[config.mk]
export PLATFORM = sky130hd
export DESIGN_NAME = morse_symbol_assembler
export DESIGN_NICKNAME = d
export VERILOG_FILES = /design/src/rtl/morse_symbol_assembler.sv
export SDC_FILE = /design/constraint.sdc
export NUM_CORES = 1
export LEC_CHECK = 0
export ABC_AREA = 1
export CAP_MARGIN = 20
export CELL_PAD_IN_SITES_DETAIL_PLACEMENT = 1
export CELL_PAD_IN_SITES_GLOBAL_PLACEMENT = 1
export CORE_MARGIN = 8
export CORE_UTILIZATION = 43
export DETAILED_ROUTE_END_ITERATION = 12
export PLACE_DENSITY = 0.86
export SYNTH_ARGS = -nofsm -noshare
export SYNTH_HDL_FRONTEND = slang
export SYNTH_SLANG_ARGS = --single-unit
[constraint.sdc]
create_clock -name clk -period 2 [get_ports clk]
set_clock_uncertainty 0.05 [all_clocks]
set_input_delay 0.6 -clock clk [delete_from_list [all_inputs] [get_ports clk]]
set_output_delay 0.6 -clock clk [all_outputs]
set_load 0.05 [all_outputs]
[src/rtl/morse_symbol_assembler.sv]
// Morse front end: times key presses and gaps in units, classifies dot/dash,
// assembles a letter's symbols and hands {code,len} or a word-space marker to
// the downstream lookup through a 1-deep valid/ready output buffer.
module morse_symbol_assembler #(
  parameter int UNIT_CYCLES = 20_000_000,
  parameter int DASH_UNITS  = 3,
  parameter int LG_UNITS    = 3,
  parameter int WG_UNITS    = 7,
  parameter int MAX_SYM     = 6,
  localparam int LW         = $clog2(MAX_SYM + 1)
) (
  input  logic               clk,
  input  logic               reset,
  input  logic               b,
  output logic               out_valid,
  input  logic               out_ready,
  output logic [MAX_SYM-1:0] out_code,
  output logic [LW-1:0]      out_len,
  output logic               out_space,
  output logic               overflow,
  output logic               overrun
);
  localparam int PW = $clog2(UNIT_CYCLES);
  localparam int UW = $clog2(WG_UNITS + 1);

  typedef enum logic [1:0] {IDLE, MARK, SPACE, GAP} state_t;

  state_t             state_q, state_d;
  logic               b_q;
  logic [PW-1:0]      presc_q, presc_d;
  logic [UW-1:0]      unit_q, unit_d, units_el;
  logic [MAX_SYM-1:0] code_q, code_d;
  logic [LW-1:0]      len_q, len_d;
  logic               ov_q, ov_d;
  logic               vld_q, vld_d;
  logic [MAX_SYM-1:0] ocode_q, ocode_d;
  logic [LW-1:0]      olen_q, olen_d;
  logic               ospace_q, ospace_d;
  logic               overrun_q, overrun_d;

  logic rise, fall, edge_b, tick;
  logic emit, emit_space;
  logic [MAX_SYM-1:0] emit_code;
  logic [LW-1:0]      emit_len;

  // Unit timing. units_el is the elapsed unit count including this cycle's
  // tick, so a press/gap of exactly N units is seen as N at the closing edge.
  always_comb begin
    rise     = b & ~b_q;
    fall     = ~b & b_q;
    edge_b   = rise | fall;
    tick     = (presc_q == PW'(UNIT_CYCLES - 1));
    units_el = (tick && unit_q != UW'(WG_UNITS)) ? unit_q + UW'(1) : unit_q;
    presc_d  = (edge_b || tick) ? '0 : presc_q + PW'(1);
    unit_d   = edge_b ? '0 : units_el;
  end

  // Symbol FSM: accumulate symbols, emit letter on letter gap, space on word gap.
  always_comb begin
    state_d    = state_q;
    code_d     = code_q;
    len_d      = len_q;
    ov_d       = ov_q;
    emit       = 1'b0;
    emit_space = 1'b0;
    emit_code  = '0;
    emit_len   = '0;
    case (state_q)
      IDLE: if (rise) state_d = MARK;
      MARK: if (fall) begin
        if (len_q == LW'(MAX_SYM)) begin
          ov_d = 1'b1;
        end else begin
          code_d = code_q | (MAX_SYM'(units_el >= UW'(DASH_UNITS)) << len_q);
          len_d  = len_q + LW'(1);
        end
        state_d = SPACE;
      end
      SPACE: begin
        if (units_el >= UW'(LG_UNITS)) begin
          // A rise landing on the threshold starts a fresh letter.
          emit      = 1'b1;
          emit_code = code_q;
          emit_len  = len_q;
          code_d    = '0;
          len_d     = '0;
          state_d   = rise ? MARK : GAP;
        end else if (rise) begin
          state_d = MARK;
        end
      end
      GAP: begin
        if (units_el >= UW'(WG_UNITS)) begin
          emit       = 1'b1;
          emit_space = 1'b1;
          state_d    = rise ? MARK : IDLE;
        end else if (rise) begin
          state_d = MARK;
        end
      end
      default: state_d = IDLE;
    endcase
  end

  // Output buffer: load when empty or draining, otherwise drop and flag overrun.
  always_comb begin
    vld_d     = vld_q & ~out_ready;
    ocode_d   = ocode_q;
    olen_d    = olen_q;
    ospace_d  = ospace_q;
    overrun_d = 1'b0;
    if (emit) begin
      if (!vld_q || out_ready) begin
        vld_d    = 1'b1;
        ocode_d  = emit_code;
        olen_d   = emit_len;
        ospace_d = emit_space;
      end else begin
        overrun_d = 1'b1;
      end
    end
  end

  // State registers. b_q tracks b during reset so a key held through reset
  // release is not seen as a new press.
  always_ff @(posedge clk) begin
    if (reset) begin
      state_q   <= IDLE;
      b_q       <= b;
      presc_q   <= '0;
      unit_q    <= '0;
      code_q    <= '0;
      len_q     <= '0;
      ov_q      <= 1'b0;
      vld_q     <= 1'b0;
      ocode_q   <= '0;
      olen_q    <= '0;
      ospace_q  <= 1'b0;
      overrun_q <= 1'b0;
    end else begin
      state_q   <= state_d;
      b_q       <= b;
      presc_q   <= presc_d;
      unit_q    <= unit_d;
      code_q    <= code_d;
      len_q     <= len_d;
      ov_q      <= ov_d;
      vld_q     <= vld_d;
      ocode_q   <= ocode_d;
      olen_q    <= olen_d;
      ospace_q  <= ospace_d;
      overrun_q <= overrun_d;
    end
  end

  assign out_valid = vld_q;
  assign out_code  = ocode_q;
  assign out_len   = olen_q;
  assign out_space = ospace_q;
  assign overflow  = ov_q;
  assign overrun   = overrun_q;
endmodule

==> results.toml, run 1 <==
[placement]
placed_area_um2 = 3067
dp.cells = 482
gp_congestion = 0.8648
dp_hpwl_mm = 5.388
pre_cts_slack_ns = -0.4012
port_buffers = 16

[critical_path]
path_class = "reg -> reg"
cpPeakStageDelay_ns = 0.37
worstPathArrival_ns = 2.42
crit_top_cell = "nand2_1"
crit_fanout = 3
start_kind = "flip-flop"
end_kind = "flip-flop"
required_ns = 2.19
cp_cell_sequence = "ha_4 > nand2_4 > nor2_4 > nand2_4 > nor2_2 > nand4_1 > nand2_1 > nand2_4 > nor2_4 > buf_6 > nand2_1 > nand2_1 > nand2_1 > o21ai_0"
cp_top_family = "simple AND/OR/NAND/NOR gates"
path_buf_inv = 1
crit_slowest_cell = "dfxtp_2"

[clocking]
root_buffer = "clkbuf_8"
clock_latency_ns = 0.32
path_clk_slew_ns = 0.11
cts_hold_buf = 0
htreeDepth = 2
cts_buffer_depth = 2
tritoncts = "built"
numCtsBuffers = 5
cts_sinks = 53

[routing]
drt_iter0_drc = 168
ant_nets = 0
finalWirelength_mm = 8.933
wire_per_inst_um = 17.65
drcViolationCount = 0
vias = 2729
first_pass_iters = 4
viasPerCell = 5.393

[final_layout]
finalNonFillerCells = 506
nets = 441
fillers = 739
area_growth_pct = 34.14
drive_gt1_share_pct = 30.63
insertedDiodeCount = 0
fin_util_pct = 59.70
fin_area_um2 = 3535

[synthesis]
synth_area_per_cell_um2 = 7.180
yosys_warnings = 0
synth.distinct_cells = 33
syn_inst = 367
synth-main-ff-cell = "dfxtp_1"
syn-num-nets = 378
ys_ff_latch = 53
synth_edf_count = 0
synthArstFlopShare_pct = 0
synth_seq_area_share_pct = 40.27
syn_area_um2 = 2635

[timing]
finalCritPeriodShare_pct = 111.4
setup_slack_ns = -0.2280
min_period_ns = 2.228
tightestPinTransition_ns = 0.5302
relSlewSlack_pct = 64.41
timing.fmax_ghz = 0.4488
drv_slew = 0
rsz0062_at_grt = "yes"
hold_violations = 0
setup_viol = 25

[floorplan]
ioPinCount = 17
die_w_um = 94.28
start_util_pct = 44.51
die_h_um = 94.28
core_um2 = 5921
rows = 28
dieArea_um2 = 8889

[pwr]
peakVddDrop_mv = 0.3317
powerDensity_nw_per_um2 = 533.8
p_leak_uw = 0.001393
p_total_uw = 1887

[flow_run]
cap_violations = 0

[grt]
grt_antenna_before_repair = 0
grt_pass1_wl_mm = 13.20
grt_max_degree = 19
grtUsageTotal_pct = 18.36
grt_pass1_vias = 2832
overflow = 0

[worst_hold_path]
hp-class = "reg -> reg"

[status]
status = "finished with violations"
violations = "negative setup slack"
state kept, by name, indices dropped and copies added (netlist names), 2 cells and up:
name,count
presc_q,25
out_code,6
unit_q,3
len_q,3
code_q,6
out_len,3
state_q,2
cell families (layout without fill, tap and decap cells):
kind of cell | Yosys count | after routing | share of synthesized area [%]
simple gates | 204 | 206 | 37.32
buf+inv | 59 | 121 | 8.879
flops | 53 | 53 | 40.27
compound gates | 39 | 39 | 8.547
fa+ha+maj | 7 | 7 | 3.324
xor+xnor | 5 | 5 | 1.662
where the power goes:
group / total, uW / switching [uW] / internal, uW / leakage, uW
Combinational: 145 / 93.5 / 51.0 / 0.000920
Clock: 663 / 409 / 254 / 0.0000447
Sequential: 1080 / 13.1 / 1070 / 0.000429
Total: 1890 / 515 / 1370 / 0.00139
per-layer routing:
metal  share of wire, %  global-route usage, %
met3                3.9                  3.277
met5                  0                      0
met4                2.8                  4.624
met1                 41                  22.11
met2                 52                  32.50
synthesized netlist by cell type, drive strengths merged (2+ instances only):
cell | number | share of area, %
a21oi | 26 | 4.9
a31oi | 2 | 0.47
buf | 3 | 0.90
clkbuf | 5 | 0.71
dfxtp | 53 | 40
ha | 7 | 3.3
inv | 51 | 7.3
nand2 | 73 | 12
nand3 | 31 | 7.0
nand4 | 11 | 2.6
nor2 | 63 | 10
nor3 | 15 | 2.8
nor3b | 5 | 1.4
nor4 | 3 | 0.95
o21a | 2 | 0.57
o21ai | 6 | 1.6
or2 | 3 | 0.71
xor2 | 4 | 1.3
path summary, 6_finish.rpt:
check                                start        end  slack (ns)  depth (start not counted)
worst max-delay path            presc_q[1]  out_valid       -0.23                         14
worst min-delay path             out_space  out_space        0.43                          2
worst max register to register  presc_q[1]  out_valid       -0.23                         14
worst min register to register   out_space  out_space        0.43                          2
tightest hold or removal path, cell delays in order (launching register included):
cell and delay [ns]:
dfxtp_1 0.33, nand2_2 0.07, a21oi_2 0.04
stage by stage:
step	TNS (ns)	hold WS (ns)
2_1_floorplan	0	0.3679
3_3_place_gp	-4.648	0.3968
3_5_place_dp	-8.868	0.4136
4_1_cts	-1.231	0.4309
5_1_grt	-5.602	0.4510
6_report	-2.926	0.4294
timing repair:
action                                  CTS  global route
buffers inserted                          9             3
cloned                                    3             1
resized for setup                        26            33
endpoints found under the setup margin   23            29
endpoints found under the hold margin     0             0
pin swaps                                13            20
final cells by class:
| type | instances | area [um^2] | area share (%) |
|---|---|---|---|
| tap | 75 | 93.84 | 2.655 |
| clock buffer | 5 | 68.82 | 1.947 |
| inverter | 51 | 196.4 | 5.558 |
| timing repair inverter | 1 | 5.005 | 0.1416 |
| multi-input combinational | 257 | 1585 | 44.85 |
| timing repair buffer | 61 | 496.7 | 14.05 |
| clock inverter | 3 | 25.02 | 0.7080 |
| sequential | 53 | 1064 | 30.09 |
layout by cell type, fill, tap and decap left out, types with 5 or more instances in the layout:
cell type and n:
nand3_2 9, nand3_4 7, inv_1 46, nor2_1 53, a21oi_1 19, nand4_1 11
buf_4 52, clkbuf_8 5, buf_6 5, dfxtp_1 51, nor2_4 6, nor3_1 14
nand2_1 60, a21oi_2 7, nand2_2 9, ha_1 6, nand3_1 17
No activity file was read; power rests on OpenSTA's default activity.
==> run 2, diff against run 1 <==
- CORE_MARGIN: 8 -> 2
==> results.toml, run 2 (synthesis gave the netlist of run 1 again) <==
[timing]
hold_violations = 0
setup_slack_ns = -0.1662
timing.fmax_ghz = 0.4616
setup_viol = 24
drv_slew = 0
finalCritPeriodShare_pct = 108.3
relSlewSlack_pct = 61.76
min_period_ns = 2.166
rsz0062_at_grt = "yes"
tightestPinTransition_ns = 0.5698

[clocking]
cts_buffer_depth = 2
cts_sinks = 53
htreeDepth = 2
numCtsBuffers = 5
clock_latency_ns = 0.33
root_buffer = "clkbuf_8"
path_clk_slew_ns = 0.11
tritoncts = "built"
cts_hold_buf = 0

[placement]
port_buffers = 16
dp.cells = 478
dp_hpwl_mm = 5.064
gp_congestion = 0.8084

[final_layout]
insertedDiodeCount = 0
drive_gt1_share_pct = 31.53
multi_input_area_um2 = 1599
nets = 435
largest_reg_flops = 25
final_cell_mix = "57 x nand2_1, 51 x nor2_1, 50 x dfxtp_1, 49 x buf_4, 44 x inv_1"
area_growth_pct = 33.00
fillers = 752
register_area_um2 = 1067
finalNonFillerCells = 500
top_register = "presc_q"
final_common_cell = "nand2_1"

[routing]
first_pass_iters = 4
viasPerCell = 5.394
vias = 2697
ant_nets = 0
wire_per_inst_um = 17.95
finalWirelength_mm = 8.973
drt_iter0_drc = 107
drcViolationCount = 0

[critical_path]
path_class = "reg -> reg"
end_kind = "flip-flop"
cp_cell_sequence = "ha_4 > nand2_4 > nor2_4 > nand2_4 > nor2_4 > nand4_1 > nand2_2 > nand2_4 > nand2_4 > buf_6 > nand4_1 > nor2_1 > nor2_1 > nor2_1"
crit_start = "presc_q[0]"
crit_slowest_cell = "dfxtp_4"
path_buf_inv = 1
cp_top_family = "simple AND/OR/NAND/NOR gates"
r2r-start = "presc_q[0]"
required_ns = 2.22
worstPathArrival_ns = 2.39
crit_top_cell = "nand2_4"
start_kind = "flip-flop"
crit_fanout = 6
cpPeakStageDelay_ns = 0.39

[floorplan]
ioPinCount = 17
die_h_um = 82.28
rows = 28
dieArea_um2 = 6770
core_um2 = 5921
die_w_um = 82.28
start_util_pct = 44.51

[status]
status = "finished with violations"
violations = "negative setup slack"

[pwr]
powerDensity_nw_per_um2 = 543.6
p_total_uw = 1905
peakVddDrop_mv = 0.4071
p_leak_uw = 0.001345

[grt]
grtUsageTotal_pct = 23.76
grt_pass1_vias = 2635
grt_max_degree = 19
overflow = 0
grt_pass1_wl_mm = 12.39
grt_antenna_before_repair = 0

[flow_run]
cap_violations = 0

[worst_hold_path]
hp-class = "reg -> reg"
hp-start = "presc_q[24]"
==> run 2: what timing repair did <==
item | in CTS | in global routing
pin swaps | 10 | 32
buffers inserted | 6 | 6
endpoints found under the hold margin | 0 | 0
endpoints found under the setup margin | 23 | 30
gates resized for setup | 20 | 52
gates cloned | 1 | 1
==> run 2: area by class of cell <==
cell class,instances,area share (%)
Timing Repair Buffer,57,12.96
Tap cell,75,2.678
Clock inverter,3,0.7140
Sequential cell,53,30.45
Inverter,51,5.605
Clock buffer,5,1.964
Multi-Input combinational cell,256,45.63
==> run 2: stage by stage <==
stage	setup TNS, ns	cell area [um^2]	hold WS (ns)	util, %	worst slack, ns
finish	-2.405	3505	0.4171	59.19	-0.1662
global route	-5.024	3505	0.4492	59.19	-0.2605
CTS	-0.2642	3254	0.4187	54.97	-0.02715
detailed placement	-4.345	3024	0.4031	51.08	-0.2846
global placement	-2.753	3024	0.3936	51.08	-0.2227
floorplan	0	2635	0.3679	-	0.1277
==> run 2: path summary, 6_finish.rpt <==
check / endpoint / slack (ns) / cells past startpoint
max reg2reg: code_q[5] / -0.17 / 14
min reg2reg: presc_q[24] / 0.42 / 2
min: presc_q[24] / 0.42 / 2
max: code_q[5] / -0.17 / 14
==> run 2: power breakdown <==
part	switching (uW)	leakage, uW	total [uW]	internal (uW)
registers	16.0	0.000429	1080	1070
clock network	412	0.0000447	666	254
logic	100	0.000871	157	56.9
total	528	0.00135	1910	1380
==> run 2: worst min-delay path, stage by stage (launching register included) <==
cell and delay (ns):
dfxtp_1 0.34, inv_1 0.05, a21oi_1 0.05
==> run 2: routing by layer <==
layer	part of all wire, %	up-vias	wire (um)	GRT usage, %
met5	0	-	0	0
met4	2.5	0	220	7.000
met3	3.2	22	284	4.783
met2	50	51	4530	41.05
met1	44	1327	3937	29.77
li1	-	1297	-	-
